`src/rtl/gpr_writeback_arbiter_if.sv`:
```
// Write-side bus of the GPR writeback arbiter: pipeline WB source,
// long-latency (aux) source with valid/ready, hazard queries and the
// register file write port. The arbiter takes the slave view.
interface gpr_writeback_arbiter_if #(
  parameter int COUNT_WIDTH = 2
);
  logic                   wb_valid;
  logic [4:0]             wb_address;
  logic [31:0]            wb_data;
  logic                   aux_valid;
  logic [4:0]             aux_address;
  logic [31:0]            aux_data;
  logic                   aux_ready;
  logic [4:0]             query_address_1;
  logic [4:0]             query_address_2;
  logic                   pending_1;
  logic                   pending_2;
  logic                   write_enable;
  logic [4:0]             write_address;
  logic [31:0]            write_data;
  logic [COUNT_WIDTH-1:0] queue_count;

  modport master (
    output wb_valid, wb_address, wb_data,
    output aux_valid, aux_address, aux_data,
    output query_address_1, query_address_2,
    input  aux_ready, pending_1, pending_2,
    input  write_enable, write_address, write_data, queue_count
  );

  modport slave (
    input  wb_valid, wb_address, wb_data,
    input  aux_valid, aux_address, aux_data,
    input  query_address_1, query_address_2,
    output aux_ready, pending_1, pending_2,
    output write_enable, write_address, write_data, queue_count
  );
endinterface

```
`src/rtl/gpr_writeback_arbiter.sv`:
```
// Merges the pipeline WB stage and a long-latency unit onto the single
// register file write port. Pipeline writes always win; aux results wait
// in a small FIFO and drain into idle slots. Queued destinations are
// reported as pending hazards until they are committed.
module gpr_writeback_arbiter #(
  parameter int QUEUE_DEPTH = 2,
  parameter int COUNT_WIDTH = 2
) (
  input logic                     system_clock,
  input logic                     system_reset_n,
  gpr_writeback_arbiter_if.slave  bus
);

  localparam int PTR_W = (QUEUE_DEPTH > 1) ? $clog2(QUEUE_DEPTH) : 1;
  localparam logic [COUNT_WIDTH-1:0] DEPTH_C = COUNT_WIDTH'(QUEUE_DEPTH);

  // FIFO storage and bookkeeping
  logic [4:0]             entry_addr_q [QUEUE_DEPTH];
  logic [31:0]            entry_data_q [QUEUE_DEPTH];
  logic [QUEUE_DEPTH-1:0] entry_valid_q, entry_valid_d;
  logic [PTR_W-1:0]       rd_ptr_q, rd_ptr_d;
  logic [PTR_W-1:0]       wr_ptr_q, wr_ptr_d;
  logic [COUNT_WIDTH-1:0] count_q, count_d;

  // Registered write port
  logic                   we_q, we_d;
  logic [4:0]             wa_q, wa_d;
  logic [31:0]            wd_q, wd_d;

  logic wb_take, fifo_empty, aux_ready, push, pop;
  logic pend_1, pend_2;

  // Arbitration decisions and next-state for the FIFO and write port
  always_comb begin
    // NOTE: every signal gets a default before any branch so no path leaves
    // a value unassigned; that is what keeps this block free of latches.
    wb_take       = bus.wb_valid && (bus.wb_address != 5'd0);
    fifo_empty    = (count_q == '0);
    aux_ready     = (count_q < DEPTH_C);
    push          = bus.aux_valid && aux_ready && (bus.aux_address != 5'd0);
    pop           = !wb_take && !fifo_empty;

    rd_ptr_d      = rd_ptr_q;
    wr_ptr_d      = wr_ptr_q;
    count_d       = count_q;
    entry_valid_d = entry_valid_q;
    we_d          = 1'b0;
    wa_d          = wa_q;
    wd_d          = wd_q;

    if (wb_take) begin
      we_d = 1'b1;
      wa_d = bus.wb_address;
      wd_d = bus.wb_data;
    end else if (pop) begin
      we_d = 1'b1;
      wa_d = entry_addr_q[rd_ptr_q];
      wd_d = entry_data_q[rd_ptr_q];
    end

    // Push and pop never target the same slot: push needs a non-full
    // queue, pop a non-empty one, and the pointers only coincide at those
    // two extremes.
    if (pop) begin
      entry_valid_d[rd_ptr_q] = 1'b0;
      rd_ptr_d                = rd_ptr_q + PTR_W'(1);
    end
    if (push) begin
      entry_valid_d[wr_ptr_q] = 1'b1;
      wr_ptr_d                = wr_ptr_q + PTR_W'(1);
    end

    case ({push, pop})
      2'b10:   count_d = count_q + COUNT_WIDTH'(1);
      2'b01:   count_d = count_q - COUNT_WIDTH'(1);
      default: count_d = count_q;
    endcase
  end

  // Hazard lookup: any valid queued entry matching a non-zero query
  always_comb begin
    pend_1 = 1'b0;
    pend_2 = 1'b0;
    for (int i = 0; i < QUEUE_DEPTH; i++) begin
      if (entry_valid_q[i] && (entry_addr_q[i] == bus.query_address_1))
        pend_1 = 1'b1;
      if (entry_valid_q[i] && (entry_addr_q[i] == bus.query_address_2))
        pend_2 = 1'b1;
    end
    if (bus.query_address_1 == 5'd0) pend_1 = 1'b0;
    if (bus.query_address_2 == 5'd0) pend_2 = 1'b0;
  end

  // Control state with synchronous active-low reset
  always_ff @(posedge system_clock) begin
    if (!system_reset_n) begin
      rd_ptr_q      <= '0;
      wr_ptr_q      <= '0;
      count_q       <= '0;
      entry_valid_q <= '0;
      we_q          <= 1'b0;
      wa_q          <= 5'd0;
      wd_q          <= 32'd0;
    end else begin
      rd_ptr_q      <= rd_ptr_d;
      wr_ptr_q      <= wr_ptr_d;
      count_q       <= count_d;
      entry_valid_q <= entry_valid_d;
      we_q          <= we_d;
      wa_q          <= wa_d;
      wd_q          <= wd_d;
    end
  end

  // FIFO payload storage, written on accepted non-r0 aux results
  always_ff @(posedge system_clock) begin
    // NOTE: the payload arrays carry no reset; entry_valid_q and count_q
    // already make stale contents invisible, and unreset storage maps
    // onto plain RAM/flops without a reset tree.
    if (push) begin
      entry_addr_q[wr_ptr_q] <= bus.aux_address;
      entry_data_q[wr_ptr_q] <= bus.aux_data;
    end
  end

  assign bus.aux_ready     = aux_ready;
  assign bus.pending_1     = pend_1;
  assign bus.pending_2     = pend_2;
  assign bus.write_enable  = we_q;
  assign bus.write_address = wa_q;
  assign bus.write_data    = wd_q;
  assign bus.queue_count   = count_q;

endmodule

```
`src/flat_wrapper.sv`:
```
// flat-port wrapper written by rule: the top's interface ports become plain ports
module gpr_writeback_arbiter_flat 
#(
  parameter int QUEUE_DEPTH = 2,
  parameter int COUNT_WIDTH = 2
)
  (system_clock, system_reset_n, bus_wb_valid, bus_wb_address, bus_wb_data, bus_aux_valid, bus_aux_address, bus_aux_data, bus_query_address_1, bus_query_address_2, bus_aux_ready, bus_pending_1, bus_pending_2, bus_write_enable, bus_write_address, bus_write_data, bus_queue_count);
  gpr_writeback_arbiter_if #(.COUNT_WIDTH(COUNT_WIDTH)) bus_i ();
  input logic system_clock;
  input logic system_reset_n;
  input wire logic [$bits(bus_i.wb_valid)-1:0] bus_wb_valid;
  input wire logic [$bits(bus_i.wb_address)-1:0] bus_wb_address;
  input wire logic [$bits(bus_i.wb_data)-1:0] bus_wb_data;
  input wire logic [$bits(bus_i.aux_valid)-1:0] bus_aux_valid;
  input wire logic [$bits(bus_i.aux_address)-1:0] bus_aux_address;
  input wire logic [$bits(bus_i.aux_data)-1:0] bus_aux_data;
  input wire logic [$bits(bus_i.query_address_1)-1:0] bus_query_address_1;
  input wire logic [$bits(bus_i.query_address_2)-1:0] bus_query_address_2;
  output wire logic [$bits(bus_i.aux_ready)-1:0] bus_aux_ready;
  output wire logic [$bits(bus_i.pending_1)-1:0] bus_pending_1;
  output wire logic [$bits(bus_i.pending_2)-1:0] bus_pending_2;
  output wire logic [$bits(bus_i.write_enable)-1:0] bus_write_enable;
  output wire logic [$bits(bus_i.write_address)-1:0] bus_write_address;
  output wire logic [$bits(bus_i.write_data)-1:0] bus_write_data;
  output wire logic [$bits(bus_i.queue_count)-1:0] bus_queue_count;
  assign bus_i.wb_valid = bus_wb_valid;
  assign bus_i.wb_address = bus_wb_address;
  assign bus_i.wb_data = bus_wb_data;
  assign bus_i.aux_valid = bus_aux_valid;
  assign bus_i.aux_address = bus_aux_address;
  assign bus_i.aux_data = bus_aux_data;
  assign bus_i.query_address_1 = bus_query_address_1;
  assign bus_i.query_address_2 = bus_query_address_2;
  assign bus_aux_ready = bus_i.aux_ready;
  assign bus_pending_1 = bus_i.pending_1;
  assign bus_pending_2 = bus_i.pending_2;
  assign bus_write_enable = bus_i.write_enable;
  assign bus_write_address = bus_i.write_address;
  assign bus_write_data = bus_i.write_data;
  assign bus_queue_count = bus_i.queue_count;
  gpr_writeback_arbiter #(.QUEUE_DEPTH(QUEUE_DEPTH), .COUNT_WIDTH(COUNT_WIDTH)) u_core (.system_clock(system_clock), .system_reset_n(system_reset_n), .bus(bus_i));
endmodule
```
`config.mk`:
```
export PLATFORM = sky130hd
export DESIGN_NAME = gpr_writeback_arbiter_flat
export DESIGN_NICKNAME = d
export VERILOG_FILES = /design/src/rtl/gpr_writeback_arbiter_if.sv /design/src/rtl/gpr_writeback_arbiter.sv /design/src/flat_wrapper.sv
export SDC_FILE = /design/constraint.sdc
export NUM_CORES = 1
export LEC_CHECK = 0
export CAP_MARGIN = 20
export CORE_ASPECT_RATIO = 1.25
export CORE_MARGIN = 2
export CORE_UTILIZATION = 35
export DETAILED_ROUTE_END_ITERATION = 8
export PLACE_DENSITY_LB_ADDON = 0.12
export SYNTH_ARGS = -nofsm -noshare
export SYNTH_HDL_FRONTEND = slang
export SYNTH_SLANG_ARGS = --single-unit
export TNS_END_PERCENT = 100
```
`constraint.sdc`:
```
create_clock -name system_clock -period 3.5 [get_ports system_clock]
set_input_delay 0.7 -clock system_clock [delete_from_list [all_inputs] [get_ports system_clock]]
set_output_delay 0.7 -clock system_clock [all_outputs]
set_load 0.01 [all_outputs]
```
==> qor.csv, run 1 <==
stage;metric;value;unit
finish;layout.nets;616;
detailed_routing;wl_met2;6.08;mm
logic_synthesis;synth_edf_count;74;
timing;fin_crit_sh;95.2;%
timing;tns;0;ns
logic_synthesis;ys_seq_area_share;64.9;%
logic_synthesis;syn_inst;394;
worst_setup_path;timing.rr.start;u_core.bus.queue_count[0];
logic_synthesis;synth-async-reset-ratio;0;%
finish;antenna-diode-count;0;
pwr;p_leak;2.39;nW
job;max_cap_violations;0;
finish;fin_util;52.2;%
die;die_area;14700;sq um
clock_network;cts.clk_slew.worst_paths;0.05;ns
worst_setup_path;startpoint_type;input pin;
grt;grt_antenna_before_repair;0;
logic_synthesis;synth-compound-area-share;11.6;%
logic_synthesis;synthSimpleGateAreaFrac;8.67;%
clock_network;numCtsBuffers;17;
logic_synthesis;syn_area;4810;sq um
detailed_routing;postRouteAntennaNets;0;
grt;grt_overflow;0;
timing;skew;0.00633;ns
die;coreArea;13300;sq um
grt;grt_start_max_net_pins;44;
logic_synthesis;synth-seq-cells;119;
logic_synthesis;synth_top_family_by_area;compound AO/OA/AOI/OAI gates;
timing;hold_viol_final;0;
detailed_routing;routed_wl;12.0;mm
place;hpwl;7.90;mm
detailed_routing;dr.pass1.iters;4;
pwr;p_total;5.15;mW
clock_network;htreeDepth;4;
die;die_h;135;microns
worst_setup_path;endpoint;bus_pending_1;
timing;period_minus_slack;3.33;ns
hold_path;hold_path.class;flip-flop to flip-flop;
clock_network;clock_latency;0.41;ns
finish;syn_to_final_growth;45.0;%
worst_setup_path;rrSetupSlack;1.48;ns
clock_network;cts_sinks;119;
place;post-place-ws;0.227;ns
logic_synthesis;synth_cell_types;30;
detailed_routing;num_vias;3562;
timing;fmax;300;MHz
timing;worstMarginPinSlew;0.902;ns
worst_setup_path;worstPathMaxFanout;3;
worst_setup_path;r2r_end;u_core.entry_valid_q[1];
worst_setup_path;critPathMostFrequentCell;clkdlybuf4s50_1;
place;place.gp.congestion;0.783;
pwr;irDropWorstVdd;0.368;mV
detailed_routing;topRoutingLayerUsed;met4;
logic_synthesis;synth_xor_area_share;4.19;%
logic_synthesis;synthAdderAreaFrac;0.260;%
timing;fin_ws;0.169;ns
clock_network;cts_tree;done;
worst_setup_path;critPathRequiredTime;2.80;ns
logic_synthesis;ys_warn_count;0;
timing;drv_slew;0;
worst_setup_path;end_kind;output pin;
detailed_routing;drt_iter0_drc;113;
worst_setup_path;reg2reg_depth;4;
finish;drive_above_1_share;8.33;%
worst_setup_path;critPathTopFamily;buffers and inverters;
logic_synthesis;avgSynthCellArea;12.2;sq um
worst_setup_path;max_stage_delay;0.56;ns
worst_setup_path;crit_arrival;2.63;ns
timing;rsz0062_at_grt;false;
detailed_routing;viasPerCell;5.01;
clock_network;ctsResizeCount;0;
detailed_routing;wl_per_cell;16.9;microns
grt;grt_usage;17.0;%
worst_setup_path;cp.depth;6;
logic_synthesis;synthMuxAreaShare;7.70;%
worst_setup_path;worstSetupStartpoint;bus_query_address_1[0];
status;outcome;complete, no violations;
logic_synthesis;syn-num-nets;483;
clock_network;cts_root_buffer;clkbuf_16;
place;io_buffers;130;
die;num_rows;47;
grt;grt_pass1_vias;3691;
worst_setup_path;path_buf_inv;2;
worst_setup_path;cpMaxStageDelayCell;clkdlybuf4s50_1;
detailed_routing;wl_met1;5.14;mm
pwr;power_density;738;nW/um^2
timing;slew_headroom;39.5;%
clock_network;postCtsSetupBuffers;0;
timing;setup_viol;0;
clock_network;clk_path_buf_depth;2;
worst_setup_path;critPathKind;input pin to output pin;
hold_path;holdPathStages;2;
die;die_x;109;microns
detailed_routing;dr_wl_met3;590;microns
clock_network;hold_buffers;0;
worst_setup_path;path_cells;clkdlybuf4s50_1 -> xor2_1 -> nor4_1 -> nand3_1 -> a21oi_1 -> clkdlybuf4s50_1;
die;ios;131;
grt;grt_pass1_wl;18.7;mm
die;initial_core_util;36.0;%
detailed_routing;post-route-drc-count;0;
logic_synthesis;synth_ff_type;edfxtp_1;
[synthesized netlist by cell type (2+ instances only)]
master,number,area [sq um]
edfxtp_1,74,2220
nand2_1,74,278
dfxtp_1,45,901
a21oi_1,43,215
mux2i_1,37,370
o211ai_1,37,278
xor2_1,17,149
clkbuf_1,15,56.3
nor2_1,8,30.0
buf_2,7,35.0
xnor2_1,6,52.6
nand3_1,4,20.0
nor4_1,4,25.0
inv_1,3,11.3
or4_1,3,22.5
o21ai_0,2,10.0
or3_4,2,22.5
[logic make-up after synthesis]
group	count (synthesis)
buffers and inverters	28
multiplexers	37
adder cells (fa/ha/maj)	1
AO/OA/AOI/OAI	88
flip-flops	119
XOR/XNOR	23
AND/OR/NAND/NOR	98
[where the power goes]
| group | total, mW | switching [mW] | internal [mW] |
|---|---|---|---|
| Clock | 1.94 | 0.604 | 1.33 |
| Sequential | 1.93 | 0.144 | 1.79 |
| Combinational | 1.28 | 0.683 | 0.597 |
| Total | 5.15 | 1.43 | 3.72 |
[per-layer routing]
metal  global-route usage, %  up-vias
met5                       0        -
met4                    6.55        0
met3                    5.02       15
met2                    29.5       93
met1                    19.6     1744
li1                        -     1710
[placed cells by master, fill, tap and decap left out, drive strengths merged, types with 2 or more instances in the layout]
master,n
clkdlybuf4s50,130
nand2,74
edfxtp,74
dfxtp,45
a21oi,43
o211ai,38
mux2i,37
clkbuf,20
xor2,17
buf,8
nor2,8
xnor2,6
bufinv,6
nor4,4
nand3,4
clkinv,4
or4,3
inv,3
clkinvlp,3
or3,3
o21ai,2
[area by class of cell]
class	count	area [sq um]
repair buffers	138	1370
inverters	4	15.0
clock inverters	12	225
flip-flops and latches	119	3120
well taps	171	214
clock buffers	20	437
multi-input cells	247	1580
fillers	1182	6380
[how the worst min path moves through the flow]
stage | slack, ns | startpoint | endpoint
3_5_place_dp | 0.52 | u_core.rd_ptr_q | flip-flop
5_1_grt | 0.56 | u_core.rd_ptr_q | flip-flop
3_3_place_gp | 0.52 | u_core.rd_ptr_q | u_core.rd_ptr_q
2_1_floorplan | 0.50 | u_core.rd_ptr_q | flip-flop
6_report | 0.53 | u_core.rd_ptr_q | flip-flop
4_1_cts | 0.53 | u_core.rd_ptr_q | flip-flop
[sequential cells by signal, summed over array words and instances, names as in the netlist, named ones only]
| signal | count |
|---|---|
| u_core.entry_data_q | 64 |
| u_core.bus.write_data | 32 |
| u_core.entry_addr_q | 10 |
| u_core.bus.write_address | 5 |
| u_core.bus.queue_count | 2 |
| u_core.entry_valid_q | 2 |
| u_core.bus.write_enable | 1 |
| u_core.rd_ptr_q | 1 |
| u_core.wr_ptr_q | 1 |
[worst min-delay path, cell delays in order, from the launching register on]
cell and delay [ns]:
dfxtp_1 0.31, o21ai_0 0.10, a21oi_1 0.07
[through the flow]
stage                     hold WS (ns)  instances  cell area, sq um
final                            0.529        711              6970
after global routing             0.560        711              6970
after CTS                        0.529        711              6970
after detailed placement         0.522        679              6310
after global placement           0.516        679              6310
after floorplan                  0.498        394              4810
(Power assumes the default switching activity.)
==> inputs of run 2 (changes only) <==
--- a/config.mk
+++ b/config.mk
@@ -10,6 +10,7 @@
 export CORE_MARGIN = 2
 export CORE_UTILIZATION = 35
 export DETAILED_ROUTE_END_ITERATION = 8
+export HOLD_SLACK_MARGIN = 0.05
 export PLACE_DENSITY_LB_ADDON = 0.12
 export SYNTH_ARGS = -nofsm -noshare
 export SYNTH_HDL_FRONTEND = slang
==> results of run 2 <==
The final DEF is identical to that of run 1; final timing and power are the same.
